### src/rtl/asg_seg_sched_if.sv
// Bundle of control/status signals between the segment scheduler and its
// host/datapath. Signal names keep the scheduler's view (_i into it, _o out).
//   master : host/datapath side (drives arm/stop/trig/config/done/ack)
//   slave  : scheduler side (drives seg_sel/seg_start/run/state/buf_free/err)
interface asg_seg_sched_if #(
  parameter int unsigned NSEG = 4,
  parameter int unsigned CW   = 16
) ();
  localparam int unsigned SelW = (NSEG > 1) ? $clog2(NSEG) : 1;

  logic               arm_i;
  logic               stop_i;
  logic               trig_i;
  logic [NSEG-1:0]    seg_en_i;
  logic [NSEG*CW-1:0] seg_cyc_i;
  logic               loop_i;
  logic               seg_done_i;
  logic [NSEG-1:0]    buf_ack_i;
  logic [SelW-1:0]    seg_sel_o;
  logic               seg_start_o;
  logic               run_o;
  logic [1:0]         state_o;
  logic [NSEG-1:0]    buf_free_o;
  logic               err_o;

  modport master (
    output arm_i, stop_i, trig_i, seg_en_i, seg_cyc_i, loop_i, seg_done_i, buf_ack_i,
    input  seg_sel_o, seg_start_o, run_o, state_o, buf_free_o, err_o
  );

  modport slave (
    input  arm_i, stop_i, trig_i, seg_en_i, seg_cyc_i, loop_i, seg_done_i, buf_ack_i,
    output seg_sel_o, seg_start_o, run_o, state_o, buf_free_o, err_o
  );
endinterface

### src/rtl/asg_seg_sched.sv
// Waveform segment scheduler: steps through enabled segments, playing each
// seg_cyc table passes, then marks its buffer free for the host to refill.
// Ports:
//   dac_clk_i  : clock, rising edge
//   dac_rstn_i : asynchronous active-low reset
//   bus        : asg_seg_sched_if slave modport
//     in : arm_i, stop_i, trig_i, seg_en_i, seg_cyc_i, loop_i, seg_done_i, buf_ack_i
//     out: seg_sel_o, seg_start_o, run_o, state_o, buf_free_o, err_o
module asg_seg_sched #(
  parameter int unsigned NSEG = 4,
  parameter int unsigned CW   = 16
) (
  input  logic           dac_clk_i,
  input  logic           dac_rstn_i,
  asg_seg_sched_if.slave bus
);
  localparam int unsigned SelW = (NSEG > 1) ? $clog2(NSEG) : 1;

  typedef enum logic [1:0] {
    StIdle  = 2'd0,
    StArmed = 2'd1,
    StRun   = 2'd2,
    StDone  = 2'd3
  } state_e;

  state_e          state_q;
  logic [SelW-1:0] sel_q;
  logic            start_q;
  logic [CW-1:0]   cnt_q;
  logic [NSEG-1:0] buf_free_q;
  logic            err_q;
  logic            trig_q;

  logic            trig_edge;
  logic            lo_found, nx_found;
  logic [SelW-1:0] lo_idx, nx_idx;
  logic [CW-1:0]   cur_cyc, last_cnt;
  logic            last_pass;
  logic [NSEG-1:0] bf_set;

  assign trig_edge = bus.trig_i & ~trig_q;

  // Lowest enabled segment, and lowest enabled segment above the current one.
  always_comb begin
    lo_found = 1'b0;
    lo_idx   = '0;
    nx_found = 1'b0;
    nx_idx   = '0;
    cur_cyc  = '0;
    for (int k = NSEG - 1; k >= 0; k--) begin
      if (bus.seg_en_i[k]) begin
        lo_found = 1'b1;
        lo_idx   = SelW'(k);
        if (k > int'(sel_q)) begin
          nx_found = 1'b1;
          nx_idx   = SelW'(k);
        end
      end
      if (SelW'(k) == sel_q) cur_cyc = bus.seg_cyc_i[k*CW +: CW];
    end
  end

  // A programmed count of 0 plays one pass, same as 1.
  assign last_cnt  = (cur_cyc == '0) ? '0 : cur_cyc - CW'(1);
  assign last_pass = (cnt_q == last_cnt);

  always_comb begin
    bf_set = '0;
    if (state_q == StRun && bus.seg_done_i && last_pass && !bus.stop_i) bf_set[sel_q] = 1'b1;
  end

  always_ff @(posedge dac_clk_i or negedge dac_rstn_i) begin
    if (!dac_rstn_i) begin
      state_q    <= StIdle;
      sel_q      <= '0;
      start_q    <= 1'b0;
      cnt_q      <= '0;
      buf_free_q <= '0;
      err_q      <= 1'b0;
      trig_q     <= 1'b0;
    end else begin
      trig_q     <= bus.trig_i;
      start_q    <= 1'b0;
      // A completion in the same cycle as the host ack re-frees the buffer.
      buf_free_q <= (buf_free_q & ~bus.buf_ack_i) | bf_set;
      // Underrun: a segment restarts before the host refilled its buffer.
      if (start_q && buf_free_q[sel_q] && !bus.buf_ack_i[sel_q]) err_q <= 1'b1;

      if (bus.stop_i) begin
        state_q <= StIdle;
        cnt_q   <= '0;
      end else begin
        unique case (state_q)
          StIdle: begin
            if (bus.arm_i && (bus.seg_en_i != '0)) begin
              state_q <= StArmed;
              err_q   <= 1'b0;
            end
          end
          StArmed: begin
            if (trig_edge) begin
              cnt_q <= '0;
              if (lo_found) begin
                state_q <= StRun;
                sel_q   <= lo_idx;
                start_q <= 1'b1;
              end else begin
                state_q <= StDone;
              end
            end
          end
          StRun: begin
            if (bus.seg_done_i) begin
              if (last_pass) begin
                cnt_q <= '0;
                if (nx_found) begin
                  sel_q   <= nx_idx;
                  start_q <= 1'b1;
                end else if (bus.loop_i && lo_found) begin
                  sel_q   <= lo_idx;
                  start_q <= 1'b1;
                end else begin
                  state_q <= StDone;
                end
              end else begin
                cnt_q <= cnt_q + CW'(1);
              end
            end
          end
          StDone: begin
            if (bus.arm_i) begin
              state_q <= StArmed;
              err_q   <= 1'b0;
            end
          end
          default: state_q <= StIdle;
        endcase
      end
    end
  end

  assign bus.seg_sel_o   = sel_q;
  assign bus.seg_start_o = start_q;
  assign bus.run_o       = (state_q == StRun);
  assign bus.state_o     = state_q;
  assign bus.buf_free_o  = buf_free_q;
  assign bus.err_o       = err_q;
endmodule
### src/flat_wrapper.sv
// flat-port wrapper written by rule: the top's interface ports become plain ports
module asg_seg_sched_flat 
#(
  parameter int unsigned NSEG = 4,
  parameter int unsigned CW   = 16
)
  (dac_clk_i, dac_rstn_i, bus_arm_i, bus_stop_i, bus_trig_i, bus_seg_en_i, bus_seg_cyc_i, bus_loop_i, bus_seg_done_i, bus_buf_ack_i, bus_seg_sel_o, bus_seg_start_o, bus_run_o, bus_state_o, bus_buf_free_o, bus_err_o);
  asg_seg_sched_if #(.NSEG(NSEG), .CW(CW)) bus_i ();
  input  logic dac_clk_i;
  input  logic dac_rstn_i;
  input wire logic [$bits(bus_i.arm_i)-1:0] bus_arm_i;
  input wire logic [$bits(bus_i.stop_i)-1:0] bus_stop_i;
  input wire logic [$bits(bus_i.trig_i)-1:0] bus_trig_i;
  input wire logic [$bits(bus_i.seg_en_i)-1:0] bus_seg_en_i;
  input wire logic [$bits(bus_i.seg_cyc_i)-1:0] bus_seg_cyc_i;
  input wire logic [$bits(bus_i.loop_i)-1:0] bus_loop_i;
  input wire logic [$bits(bus_i.seg_done_i)-1:0] bus_seg_done_i;
  input wire logic [$bits(bus_i.buf_ack_i)-1:0] bus_buf_ack_i;
  output wire logic [$bits(bus_i.seg_sel_o)-1:0] bus_seg_sel_o;
  output wire logic [$bits(bus_i.seg_start_o)-1:0] bus_seg_start_o;
  output wire logic [$bits(bus_i.run_o)-1:0] bus_run_o;
  output wire logic [$bits(bus_i.state_o)-1:0] bus_state_o;
  output wire logic [$bits(bus_i.buf_free_o)-1:0] bus_buf_free_o;
  output wire logic [$bits(bus_i.err_o)-1:0] bus_err_o;
  assign bus_i.arm_i = bus_arm_i;
  assign bus_i.stop_i = bus_stop_i;
  assign bus_i.trig_i = bus_trig_i;
  assign bus_i.seg_en_i = bus_seg_en_i;
  assign bus_i.seg_cyc_i = bus_seg_cyc_i;
  assign bus_i.loop_i = bus_loop_i;
  assign bus_i.seg_done_i = bus_seg_done_i;
  assign bus_i.buf_ack_i = bus_buf_ack_i;
  assign bus_seg_sel_o = bus_i.seg_sel_o;
  assign bus_seg_start_o = bus_i.seg_start_o;
  assign bus_run_o = bus_i.run_o;
  assign bus_state_o = bus_i.state_o;
  assign bus_buf_free_o = bus_i.buf_free_o;
  assign bus_err_o = bus_i.err_o;
  asg_seg_sched #(.NSEG(NSEG), .CW(CW)) u_core (.dac_clk_i(dac_clk_i), .dac_rstn_i(dac_rstn_i), .bus(bus_i));
endmodule
### config.mk
export PLATFORM = sky130hd
export DESIGN_NAME = asg_seg_sched_flat
export DESIGN_NICKNAME = d
export VERILOG_FILES = /design/src/rtl/asg_seg_sched_if.sv /design/src/rtl/asg_seg_sched.sv /design/src/flat_wrapper.sv
export SDC_FILE = /design/constraint.sdc
export NUM_CORES = 1
export LEC_CHECK = 0
export BUFFER_PORTS_ARGS = -buffer_cell sky130_fd_sc_hd__buf_2
export CORE_UTILIZATION = 55
export DETAILED_ROUTE_END_ITERATION = 16
export PLACE_DENSITY = 0.85
export SYNTH_ARGS = -nofsm -noshare
export SYNTH_HDL_FRONTEND = slang
export SYNTH_SLANG_ARGS = --single-unit
### constraint.sdc
create_clock -name dac_clk_i -period 7.6 [get_ports dac_clk_i]
set_input_delay 2.28 -clock dac_clk_i [delete_from_list [all_inputs] [get_ports dac_clk_i]]
set_output_delay 2.28 -clock dac_clk_i [all_outputs]
set_load 0.05 [all_outputs]
==> metrics.md <==
| Metric | Value |
|---|---|
| Yosys cell types | 64 |
| Avg Vias per Cell | 6.07 |
| DRT Wirelength | 7620 um |
| Seq cells post-synth | 27 |
| CTS tree | yes |
| Tightest Pin Transition | 1.09 ns |
| Cell family with most CP delay | compound AO/OA/AOI/OAI gates |
| First-pass DRT Iterations | 5 |
| Rows | 26 |
| Clock power frac | 0.104 |
| Fin area | 0.00342 sq mm |
| Fin crit share | 0.772 |
| Switching Fraction | 0.483 |
| Clock latency on the worst-skew pair | 0.28 ns |
| Initial antenna violation count | 0 |
| TritonCTS Buffers | 3 |
| Vias | 2,964 |
| Syn nets | 426 |
| Post-DRT Antenna Nets | 0 |
| Root buffer cell | clkbuf_8 |
| Setup Skew | 0.00228 ns |
| Endpoints failing hold | 0 |
| Avg Cell Area, Syn | 8.62 sq um |
| Critical path type | input pin to register |
| Post-layout nets | 505 |
| Sink Count | 27 |
| Hold_buf cts | 0 |
| Mapped cell area | 0.00293 sq mm |
| Die Y-Extent | 75.0 um |
| Ant. Diodes | 0 |
| Vias in the first global route | 2,794 |
| Worst EP arrival | 6.00 ns |
| Min Clock Period, post-route | 5.87 ns |
| Worst-path fanout max | 11 |
| Worst path buffer plus inverter count | 2 |
| Sw Pwr | 397 uW |
| PortBufs | 89 |
| Fillcell total | 444 |
| Setup tns final | 0 ns |
| Multi-input gate area | 0.00210 sq mm |
| # IOs | 90 |
| Detailed Place HPWL | 6020 um |
| Die width | 75.0 um |
| Synth warn | 0 |
| CTS resizes | 0 |
| Max IR drop VDD | 0.000209 V |
| Power Density | 240 mW/mm^2 |
| DRC | 0 |
| Ys flop type | dfrtp_1 |
| Starting DRC count in detailed routing | 278 |
| Hold WS | 0.565 ns |
| Core area | 0.00511 sq mm |
| Relative slew slack | 0.272 |
| Maxcap violations | 0 |
| Async SR Flop Fraction | 1.00 |
| Max Clk Rate | 171 MHz |
| Total Routing Usage GR | 0.293 |
| Slowest-stage cell, CP | a21oi_1 |
| RD Place Congestion | 0.901 |
| Yosys top cell area share | 0.231 |
| Max Root-Sink Buffers | 2 |
| Most common cell in the netlist | nor2_1 |
| Hold Crit Class | register to register |
| Endpoint class of the critical path | register |
| Post-synth EDFFs | 0 |
| Area contributors post-synth | dfrtp_1, mux4_2, xnor2_1 |
| Critical path's largest stage delay | 0.72 ns |
| Setup Buffers After CTS | 0 |
| Slew Viols, Final | 0 |
| Outcome | completed |
| Layout cells sized above 1 | 0.289 |
| Drt wl/cell | 15.6 um |
| Leak | 0.00147 uW |
| Cells after Synth | 340 |
| Largest net degree at the start of global routing | 37 |
| Starting density of the core | 0.574 |
| Die ar. | 0.00562 sq mm |
| Total gr overflow | 0 |
| Worst-path clk slew | 0.10 ns |
| First-pass GRT wire length | 12,700 um |
| Worst path cell trace | buf_2 > mux4_2 > inv_1 > ha_1 > nand4_1 > a21o_1 > or3_1 > a32o_2 > a2111oi_4 > o2111a_2 > nand4b_4 > a21oi_1 > nor2_1 |
| Cell-internal power | 425 uW |
| Post-synth top cells | nor2_1, dfrtp_1, nand2_1 |
| FF+latch area | 676 sq um |
| Yosys top cell by area | dfrtp_1 |
| H-Tree Depth | 1 |
| Placed Area | 0.00338 sq mm |
| Area grow syn2layout | 16.9% |
| Endpoints failing setup | 0 |
| Comb power frac | 0.672 |
| RSZ-0062 raised after global routing | false |
| Sequential-to-total area share from yosys stat | 0.231 |
| Reg power frac | 0.224 |
| Setup crit start kind | input pin |
| CP required | 7.74 ns |
[final timing paths]
path,slack (ns),depth (start not counted),endpoint,from
max,1.73,13,u_core.cnt_q[5]$_DFFE_PN0P_,bus_seg_cyc_i[48]
min,0.57,2,u_core.bus.err_o$_DFF_PN0_,u_core.bus.seg_start_o$_DFF_PN0_
max in group asynchronous,5.19,1,u_core.bus.buf_free_o[1]$_DFF_PN0_,dac_rstn_i
min in group asynchronous,2.00,1,u_core.cnt_q[13]$_DFFE_PN0P_,dac_rstn_i
max reg2reg,2.78,12,u_core.cnt_q[5]$_DFFE_PN0P_,u_core.bus.seg_sel_o[1]$_DFFE_PN0P_
min reg2reg,0.57,2,u_core.bus.err_o$_DFF_PN0_,u_core.bus.seg_start_o$_DFF_PN0_
[sequential cells by signal, indices dropped and copies added, names as in the netlist]
signal                  flops
u_core.cnt_q               16
u_core.bus.err_o            1
u_core.bus.buf_free_o       4
u_core.trig_q               1
u_core.bus.seg_start_o      1
u_core.bus.seg_sel_o        2
u_core.bus.state_o          2
[final cells by class]
class                   count  area share
clock inverters             1     0.00146
well taps                  70      0.0256
clock buffers               3      0.0121
inverters                  17      0.0186
multi-input cells         280       0.613
flip-flops and latches     27       0.197
repair buffers             90       0.132
[power groups by stage]
| stage | registers [uW] | clock network [uW] | logic [uW] |
|---|---|---|---|
| finish | 184 | 85.6 | 552 |
| global route | 186 | 93.7 | 602 |
| CTS | 183 | 86.2 | 549 |
| detailed placement | 186 | 0 | 546 |
| global placement | 185 | 0 | 534 |
| floorplan | 194 | 0 | 434 |
[layout by cell type (no fill, tap or decap), types with 2 or more instances in the layout]
cell type | synthesis | routed
buf_2 | 2 | 89
nor2_1 | 36 | 36
dfrtp_1 | 27 | 27
nand2_1 | 24 | 24
xnor2_1 | 18 | 18
inv_1 | 17 | 17
o21ai_0 | 16 | 16
mux4_2 | 15 | 15
nor3_1 | 14 | 14
a21oi_1 | 14 | 14
nand3_1 | 13 | 13
nor2b_1 | 13 | 13
mux2i_1 | 8 | 8
xor2_1 | 8 | 8
nand4_1 | 8 | 8
ha_1 | 7 | 7
or3_1 | 6 | 6
nor4_1 | 5 | 5
a31oi_1 | 5 | 5
o31ai_1 | 5 | 5
and2_1 | 4 | 4
nand2b_1 | 4 | 4
nand3b_1 | 4 | 4
o22ai_1 | 3 | 3
a22o_1 | 3 | 3
or4_1 | 3 | 3
nand4b_1 | 3 | 3
clkbuf_8 | 0 | 3
mux2_2 | 2 | 2
and4b_1 | 2 | 2
a21o_1 | 2 | 2
nor3b_1 | 2 | 2
a311oi_1 | 2 | 2
or2_2 | 2 | 2
o21bai_1 | 2 | 2
and3_1 | 2 | 2
[cells by family after synthesis]
group / share of synthesized area
buf+inv: 0.0534
mux: 0.150
fa+ha+maj: 0.0299
xor+xnor: 0.0854
flops: 0.231
compound gates: 0.164
simple gates: 0.286
[per-layer routing]
layer	GRT usage	vias up	part of all wire
li1	-	1417	-
met1	0.404	1411	0.45
met2	0.475	126	0.48
met3	0.0442	10	0.059
met4	0.0881	0	0.012
met5	0	-	0
[stage by stage]
stage          std cells  power (uW)  setup slack, ns   util
5_1_grt              488         882             1.47  0.671
2_1_floorplan        340         628             2.17      -
6_report             488         822             1.73  0.671
3_5_place_dp         484         732             1.47  0.661
3_3_place_gp         484         719             1.61  0.661
4_1_cts              488         818             1.77  0.671
[worst reg2reg max path, cell delays in order (launching register included)]
cell and delay, ns:
dfrtp_1 1.08, mux4_2 0.51, inv_1 0.12, ha_1 0.23
nand4_1 0.15, a21o_1 0.36, or3_1 0.37, a32o_2 0.28
a2111oi_4 0.27, o2111a_2 0.28, nand4b_4 0.20, a21oi_1 0.72
nor2_1 0.13
Note: power is estimated with default switching activity, not from simulation.
